<file path="src/rtl/popcnt_pkg.sv">
// Shared types and helpers for the serial population counter.
package popcnt_pkg;

  typedef enum logic [1:0] {
    IDLE  = 2'd0,
    COUNT = 2'd1,
    DONE  = 2'd2
  } state_t;

  localparam logic MODE_ONES  = 1'b0;
  localparam logic MODE_ZEROS = 1'b1;

  // Bits needed to hold any value 0..n inclusive.
  function automatic int cnt_width(input int n);
    return $clog2(n + 1);
  endfunction

endpackage

</file>
<file path="src/rtl/popcnt_slice.sv">
// Combinational popcount of one SLICE_W-bit slice.
module popcnt_slice
  import popcnt_pkg::*;
#(
  parameter int SLICE_W = 4
) (
  input  logic [SLICE_W-1:0]            bits,
  output logic [cnt_width(SLICE_W)-1:0] count
);

  localparam int CW = cnt_width(SLICE_W);

  always_comb begin
    count = '0;
    for (int i = 0; i < SLICE_W; i++) begin
      count = count + CW'(bits[i]);
    end
  end

endmodule

</file>
<file path="src/rtl/popcnt_serial.sv">
// Multi-cycle population counter: BITS_PER_CYC bits per clock, ones or zeros.
// Define POPCNT_PARITY_EN to add the out_parity output.
module popcnt_serial
  import popcnt_pkg::*;
#(
  parameter int DATA_W       = 16,
  parameter int BITS_PER_CYC = 4
) (
  input  logic                          clk,
  input  logic                          reset,
  input  logic                          in_valid,
  output logic                          in_ready,
  input  logic [DATA_W-1:0]             in_data,
  input  logic                          in_mode,
  output logic                          out_valid,
  input  logic                          out_ready,
  output logic [cnt_width(DATA_W)-1:0]  out_count
`ifdef POPCNT_PARITY_EN
  ,
  output logic                          out_parity
`endif
);

  localparam int NUM_STEPS = (DATA_W + BITS_PER_CYC - 1) / BITS_PER_CYC;
  localparam int PAD_W     = NUM_STEPS * BITS_PER_CYC;
  localparam int CNT_W     = cnt_width(DATA_W);
  localparam int SLC_W     = cnt_width(BITS_PER_CYC);
  localparam int STEP_W    = cnt_width(NUM_STEPS);

  // Handshake: a transfer happens on a rising edge where valid && ready.
  // ready and valid here are pure state decodes, never functions of inputs.
  state_t              state, state_nxt;
  logic [PAD_W-1:0]    shreg;
  logic [PAD_W-1:0]    cap;
  logic [CNT_W-1:0]    acc;
  logic [STEP_W-1:0]   step_idx;
  logic [SLC_W-1:0]    slice_cnt;
  logic                accept;
  logic                last_step;

  assign in_ready  = (state == IDLE);
  assign out_valid = (state == DONE);
  assign out_count = acc;
  assign accept    = in_valid && in_ready;
  assign last_step = (step_idx == STEP_W'(NUM_STEPS - 1));

`ifdef POPCNT_PARITY_EN
  assign out_parity = acc[0];
`endif

  // Padding bits above DATA_W stay zero so they never count in either mode.
  always_comb begin
    cap = '0;
    cap[DATA_W-1:0] = (in_mode == MODE_ZEROS) ? ~in_data : in_data;
  end

  popcnt_slice #(
    .SLICE_W(BITS_PER_CYC)
  ) u_slice (
    .bits  (shreg[BITS_PER_CYC-1:0]),
    .count (slice_cnt)
  );

  always_ff @(posedge clk) begin
    if (!reset) begin
      state <= IDLE;
    end else begin
      state <= state_nxt;
    end
  end

  always_comb begin
    state_nxt = state;
    case (state)
      IDLE:    if (accept) state_nxt = COUNT;
      COUNT:   if (last_step) state_nxt = DONE;
      DONE:    if (out_ready) state_nxt = IDLE;
      default: state_nxt = IDLE;
    endcase
  end

  always_ff @(posedge clk) begin
    if (!reset) begin
      shreg    <= '0;
      acc      <= '0;
      step_idx <= '0;
    end else if (accept) begin
      shreg    <= cap;
      acc      <= '0;
      step_idx <= '0;
    end else if (state == COUNT) begin
      acc      <= acc + CNT_W'(slice_cnt);
      shreg    <= shreg >> BITS_PER_CYC;
      step_idx <= step_idx + 1'b1;
    end
  end

endmodule

</file>
<file path="config.mk">
export PLATFORM = sky130hd
export DESIGN_NAME = popcnt_serial
export DESIGN_NICKNAME = d
export VERILOG_FILES = /design/src/rtl/popcnt_pkg.sv /design/src/rtl/popcnt_slice.sv /design/src/rtl/popcnt_serial.sv
export SDC_FILE = /design/constraint.sdc
export NUM_CORES = 1
export LEC_CHECK = 0
export ABC_AREA = 1
export BUFFER_PORTS_ARGS = -buffer_cell sky130_fd_sc_hd__buf_2
export CORE_ASPECT_RATIO = 0.8
export CORE_MARGIN = 2
export CORE_UTILIZATION = 50
export DETAILED_ROUTE_END_ITERATION = 7
export HOLD_SLACK_MARGIN = 0.03
export PLACE_DENSITY = 0.75
export SLEW_MARGIN = 20
export SYNTH_ARGS = -nofsm -noshare
export SYNTH_HDL_FRONTEND = slang
export SYNTH_HIERARCHICAL = 1
export SYNTH_SLANG_ARGS = --single-unit
</file>
<file path="constraint.sdc">
create_clock -name clk -period 2.4 [get_ports clk]
set_input_delay 0.48 -clock clk [delete_from_list [all_inputs] [get_ports clk]]
set_output_delay 0.48 -clock clk [all_outputs]
set_load 0.02 [all_outputs]
</file>
==> metrics.txt, run 1 <==
final worst setup slack=0.1388 ns; wire length on met3=125 microns; Async SR Flop Fraction=0%; Leakage Power=0.9938 nW; Final Setup Violations=0; max-slew violation count=0; I/O pin total=28; core area=3063 sq um; WP data required=2.57 ns; crit path DAT=2.43 ns; total wire length=2.814 mm; Fin. Hold Viols=0; Final Hold Slack=0.4617 ns; DRT met1 WL=1.462 mm; Worst setup EP type=register; Synth top area share=32.86%; Tightest Pin Transition=0.4189 ns; clk sinks=26; Worst Hold Class=input pin to register; Synth Instances=246; Yosys reg bits=26; DRT antenna net count=0; Final min period=2.261 ns; most common cell after layout, fill and taps aside=nand2_1; most frequent cells in the layout=nand2_1, inv_1, buf_2; final non-filler cell total=309; Layout Utilization=57.84%; Pwr per Cell Area=559.7 nW/um^2; synthesized area=1584 sq um; die area=3637 sq um; largest net degree at the start of global routing=18; worst IR drop on VDD=0.0005858 V; Worst-Skew Late Latency=0.27 ns; routed wl met2=1.227 mm; DRT Pass-1 Iters=4; vias per std cell=4.534; vias in the first global route=1,243; R2R Path Start=shreg[0]; GRT Residual Overflow=0; Yosys cell types=22; syn_area_per_cell=6.439 sq um; die extent in x=66.93 microns; pre-CTS setup slack=0.004326 ns; DRC viols=0; GRT Total Usage=17.20%; largest cells by area after synthesis=dfxtp_1, nand2_1, inv_1; EDFF count, synth=0; CP Launch Type=register; first-pass GRT wire length=4.899 mm; CTS tree=yes; average wire per standard cell=9.107 microns; YS warnings=6; crit path kind=register to register; sequential-to-total area share from yosys stat=32.86%; clock transition at the registers of the reported paths=0.09 ns; Max Freq=442.2 MHz; uppermost layer routed=met3; initial antenna violation count=0; largest area contributor in the netlist=dfxtp_1; DPL Wire Length=2.154 mm; initial core utilization=51.72%; Power Total=0.9916 mW; clk root buf=clkbuf_8; nets@finish=300; Setup Skew=0.006734 ns; CP startpoint=shreg[0]; fillers=320; DP Cell Count=305; setup repair bufs after CTS=0; worst relative slew slack=71.97%; status=completed; Chip Height=54.34 microns; Layout Area Growth over Synthesis=11.85%; Crit Path Max Fanout=2; Hold Crit Start=out_ready; Site Rows=18; share of cells above drive strength 1=15.99%; H-tree levels=1; Max Cap Viol=0; diode count=0; Port Buffer Count=27; ys flop type=dfxtp_1; Max Buffers Root-to-Sink=2; fin crit share=94.22%; drt first-iter violations=46; RePlAce Congestion=0.7831; via count=1,401; synthesized net count=276; Num CTS Buffers=3
==> synthesized netlist by cell type (3+ instances only) <==
| library cell | number |
|---|---|
| a21oi_1 | 10 |
| buf_4 | 4 |
| dfxtp_1 | 26 |
| ha_1 | 7 |
| inv_1 | 37 |
| inv_2 | 4 |
| nand2_1 | 105 |
| nand2_2 | 3 |
| nand3_1 | 11 |
| nor2_1 | 19 |
| xor2_1 | 5 |
==> through the flow <==
step                        TNS (ns)  cell area [sq um]
after floorplan                    0               1584
after global placement             0               1697
after detailed placement           0               1697
after CTS                          0               1768
after global routing      -0.0003890               1772
final                              0               1772
==> per-layer routing <==
layer | vias to the layer above | global-route usage (%)
met4 | 0 | 0.3401
li1 | 773 | -
met5 | - | 0
met3 | 0 | 4.321
met1 | 604 | 22.84
met2 | 24 | 30.33
==> kinds of logic (layout without fill, tap and decap cells) <==
| family | count (synthesis) | after routing | synth area share, % |
|---|---|---|---|
| adders and majority gates | 9 | 9 | 8.057 |
| DFF | 26 | 26 | 32.86 |
| AOI/OAI and AO/OA | 15 | 15 | 5.767 |
| buffers and inverters | 50 | 73 | 14.53 |
| xor gates and xnor gates | 6 | 6 | 3.318 |
| and+or+nand+nor | 140 | 140 | 35.47 |
==> repair_timing <==
action                     CTS  global route
setup endpoints to repair    0             2
gates resized for setup      0             2
hold buffers                 0             0
==> flip-flops by register name (all words and copies together), names as in the netlist <==
name	count
out_count	5
step_idx	3
shreg	16
state	2
==> where the power goes <==
part | switching (mW) | internal, mW
Combinational | 0.104 | 0.0622
Sequential | 0.0143 | 0.454
Clock | 0.134 | 0.223
==> worst max-delay path, cell delays in order, from the launching register on <==
cell      delay [ns]
dfxtp_2         0.33
inv_1           0.05
fa_1            0.52
inv_1           0.04
ha_1            0.17
ha_1            0.29
inv_1           0.06
fa_2            0.35
o21bai_1        0.17
nand3_1         0.08
nand2_1         0.06
nor2_1          0.04
==> layout make-up <==
cell class | count | area, sq um | area share (%)
clock buffers | 3 | 41.29 | 2.331
clock inverters | 1 | 30.03 | 1.695
inverters | 42 | 157.7 | 8.898
multi-input cells | 170 | 835.8 | 47.18
flip-flops and latches | 26 | 521.8 | 29.45
well taps | 40 | 50.05 | 2.825
repair buffers | 27 | 135.1 | 7.627
==> final timing paths <==
check / endpoint / slack (ns) / cells past startpoint
max: out_count[4] / 0.14 / 11
min: state[1] / 0.46 / 4
max reg2reg: out_count[4] / 0.14 / 11
min reg2reg: shreg[12] / 0.47 / 2
Power figures use the tool's default switching activity.
==> inputs of run 2 (changes only) <==
--- a/config.mk
+++ b/config.mk
@@ -9,12 +9,11 @@
 export BUFFER_PORTS_ARGS = -buffer_cell sky130_fd_sc_hd__buf_2
 export CORE_ASPECT_RATIO = 0.8
 export CORE_MARGIN = 2
-export CORE_UTILIZATION = 50
+export CORE_UTILIZATION = 55
 export DETAILED_ROUTE_END_ITERATION = 7
 export HOLD_SLACK_MARGIN = 0.03
-export PLACE_DENSITY = 0.75
+export PLACE_DENSITY = 0.79
 export SLEW_MARGIN = 20
 export SYNTH_ARGS = -nofsm -noshare
 export SYNTH_HDL_FRONTEND = slang
-export SYNTH_HIERARCHICAL = 1
 export SYNTH_SLANG_ARGS = --single-unit
==> constraint.sdc (replaced) <==
create_clock -name clk -period 2.85 [get_ports clk]
set_input_delay 0.57 -clock clk [delete_from_list [all_inputs] [get_ports clk]]
set_output_delay 0.57 -clock clk [all_outputs]
set_load 0.02 [all_outputs]
==> run 2 against run 1 <==
Fmax is 0.42% higher; sequential power is 16% lower; critical path depth stayed put; largest cell class unchanged.
==> metrics.txt, run 2 <==
status=completed; ys flop type=dfxtp_1; Max Cap Viol=0 (unchanged); most common cell after layout, fill and taps aside=nand2_1; die extent in x=63.74 microns (-4.8%); DRT antenna net count=0 (unchanged); WP data required=3.09 ns (+0.52 ns); drt first-iter violations=39 (-15%); worst IR drop on VDD=0.0003057 V (-48%); DPL Wire Length=2.113 mm (-1.9%); Synth Instances=246 (unchanged); Final Hold Slack=0.4764 ns (+0.01461 ns); Synth top area share=33.15% (+0.29 points); most frequent cells in the layout=nand2_1, inv_1, nor2_1; cell area after layout=1728 sq um (-2.5%); vias in the first global route=1,271 (+2.3%); Fin. Hold Viols=0 (unchanged); sw frac=29.70% (+4.3 points); Final min period=2.252 ns (-0.009378 ns); CP Launch Type=register; Async SR Flop Fraction=0% (unchanged); total wire length=2.874 mm (+2.1%); Pwr per Cell Area=423.6 nW/um^2 (-24%); Clock Power Share=26.4% (-9.6 points); clk root buf=clkbuf_4; setup TNS=0 ns (unchanged); YS warnings=0 (-6); DRC viols=0 (unchanged); max reg flops=16 (unchanged); Max Buffers Root-to-Sink=2 (unchanged); Site Rows=17 (-1); Sequential Power Share=54.1% (+6.8 points); final non-filler cell total=307 (-0.65%); Yosys cell types=25 (+14%); first-pass GRT wire length=5.264 mm (+7.5%); routed wl met2=1.331 mm (+8.5%); Setup Skew=0.001118 ns (-0.005615 ns); average wire per standard cell=9.362 microns (+2.8%); RSZ-0062 raised after global routing=no; die area=3301 sq um (-9.2%); nets@finish=300 (unchanged); Tightest Pin Transition=0.5075 ns (+0.08860 ns); initial antenna violation count=0 (unchanged); sequential-to-total area share from yosys stat=33.15% (+0.29 points); Worst-Skew Late Latency=0.33 ns (+0.06 ns); Port Buffer Count=27 (unchanged); fin crit share=79.01% (-15 points); uppermost layer routed=met4; Worst setup EP type=register; max incr delay on CP=0.40 ns (-0.12 ns); Final Setup Violations=0 (unchanged); syn_area_per_cell=6.383 sq um (-0.87%); Top Family by Delay on Critical Path=adder cells; Cell Int Power=0.5146 mW (-30%); pre-CTS setup slack=0.6418 ns (+0.6375 ns); DRT met1 WL=1.420 mm (-2.9%); wire length on met3=109 microns (-13%); Comb pwr share=19.4% (+2.7 points); Most Frequent Cell on Critical Path=inv_1; diode count=0 (unchanged); largest net degree at the start of global routing=18 (unchanged); initial core utilization=57.23% (+5.5 points); final worst setup slack=0.5982 ns (+0.4594 ns); Max stage delay cell, worst path=fa_1; clk sinks=26 (unchanged); CTS resizes=0 (unchanged); largest register by flop count=shreg; Leakage Power=0.9646 nW (-2.9%); Max Freq=444.1 MHz (+0.42%); synthesized area=1570 sq um (-0.87%); CTS tree=yes; share of cells above drive strength 1=14.87% (-1.1 points); Yosys reg bits=26 (unchanged); core area=2744 sq um (-10%); Post-synth top cells=nand2_1, inv_1, nor2_1, dfxtp_1, a21oi_1; GRT Total Usage=20.05% (+2.8 points); Crit Path Max Fanout=2 (unchanged); Layout Utilization=62.97% (+5.1 points); largest cells by area after synthesis=dfxtp_1, nand2_1, inv_1; setup repair bufs after CTS=0 (unchanged); via count=1,422 (+1.5%); critical-path cell list=ha_1 -> inv_1 -> fa_1 -> inv_1 -> ha_1 -> inv_1 -> fa_1 -> o21bai_1 -> nand3_1 -> nand2_1 -> nor2_1; EDFF count, synth=0 (unchanged); hold_buf cts=0 (unchanged); largest area contributor in the netlist=dfxtp_1; clock transition at the registers of the reported paths=0.14 ns (+0.05 ns); count leader, synth=nand2_1; RePlAce Congestion=0.8726 (+11%); I/O pin total=28 (unchanged); placed cell areas=1692 sq um (-0.30%); H-tree levels=1 (unchanged); vias per std cell=4.632 (+2.2%); crit path kind=register to register; worst path bufs/invs=3 (unchanged); worst relative slew slack=66.13% (-5.8 points); Layout Area Growth over Synthesis=10.04%; crit path DAT=2.49 ns (+0.06 ns); Chip Height=51.79 microns (-4.7%); DRT Pass-1 Iters=4 (unchanged); GRT Residual Overflow=0 (unchanged); DP Cell Count=303 (-0.66%); synthesized net count=276 (unchanged); Num CTS Buffers=3 (unchanged); max-slew violation count=0 (unchanged); Worst Hold Class=register to register; Net Sw Power=0.2173 mW (-14%); Power Total=0.7319 mW (-26%)
## run 2: cell count changes in the layout (fill, tap and decap cells not counted), moves of 2 or more
cell / before / now
nand3_1: 11 / 7
nor2_2: 0 / 2
clkbuf_4: 0 / 3
clkbuf_8: 3 / 1
nor2_1: 19 / 30
nand2_1: 105 / 102
inv_1: 37 / 35
inv_2: 4 / 1
## run 2: power groups by stage
| stage | Sequential, mW | Clock [mW] | Combinational [mW] |
|---|---|---|---|
| finish | 0.396 | 0.193 | 0.142 |
| global route | 0.399 | 0.205 | 0.166 |
| CTS | 0.396 | 0.194 | 0.144 |
| detailed placement | 0.404 | 0 | 0.142 |
| global placement | 0.403 | 0 | 0.140 |
| floorplan | 0.403 | 0 | 0.111 |
## run 2: final timing paths
| path | startpoint | endpoint | slack, ns | cells past startpoint |
|---|---|---|---|---|
| worst max-delay path | shreg[0] | out_count[4] | 0.60 | 11 |
| worst min register to register | shreg[12] | shreg[12] | 0.48 | 2 |
| worst min-delay path | shreg[12] | shreg[12] | 0.48 | 2 |
| worst max register to register | shreg[0] | out_count[4] | 0.60 | 11 |
## run 2: layer usage
layer / GRT usage [%] / up-vias
met5: 0 / -
met4: 3.261 / 0
met3: 4.762 / 2
met2: 37.02 / 18
met1: 24.32 / 623
li1: - / 779
## run 2: final cells by class
cell class | instances | area, sq um
tap | 38 | 47.55
inverter | 38 | 150.1
clock buffer | 4 | 36.28
sequential | 26 | 520.5
fill | 259 | 1016
timing repair buffer | 27 | 135.1
multi-input combinational | 174 | 838.3
## run 2: kinds of logic after synthesis
logic type / after synthesis / share of synthesized area, %
compound gates: 15 / 5.818
xor+xnor: 6 / 3.347
fa+ha+maj: 9 / 8.127
buf+inv: 46 / 13.47
flops: 26 / 33.15
simple gates: 144 / 36.10
## run 2: worst register-to-register path, delay by kind of cell (launching register included)
family                   cells  cell delay [ns]
adder cells (fa/ha/maj)      4             1.23
flip-flops                   1             0.34
AND/OR/NAND/NOR              3             0.20
buffers and inverters        3             0.19
AO/OA/AOI/OAI                1             0.19
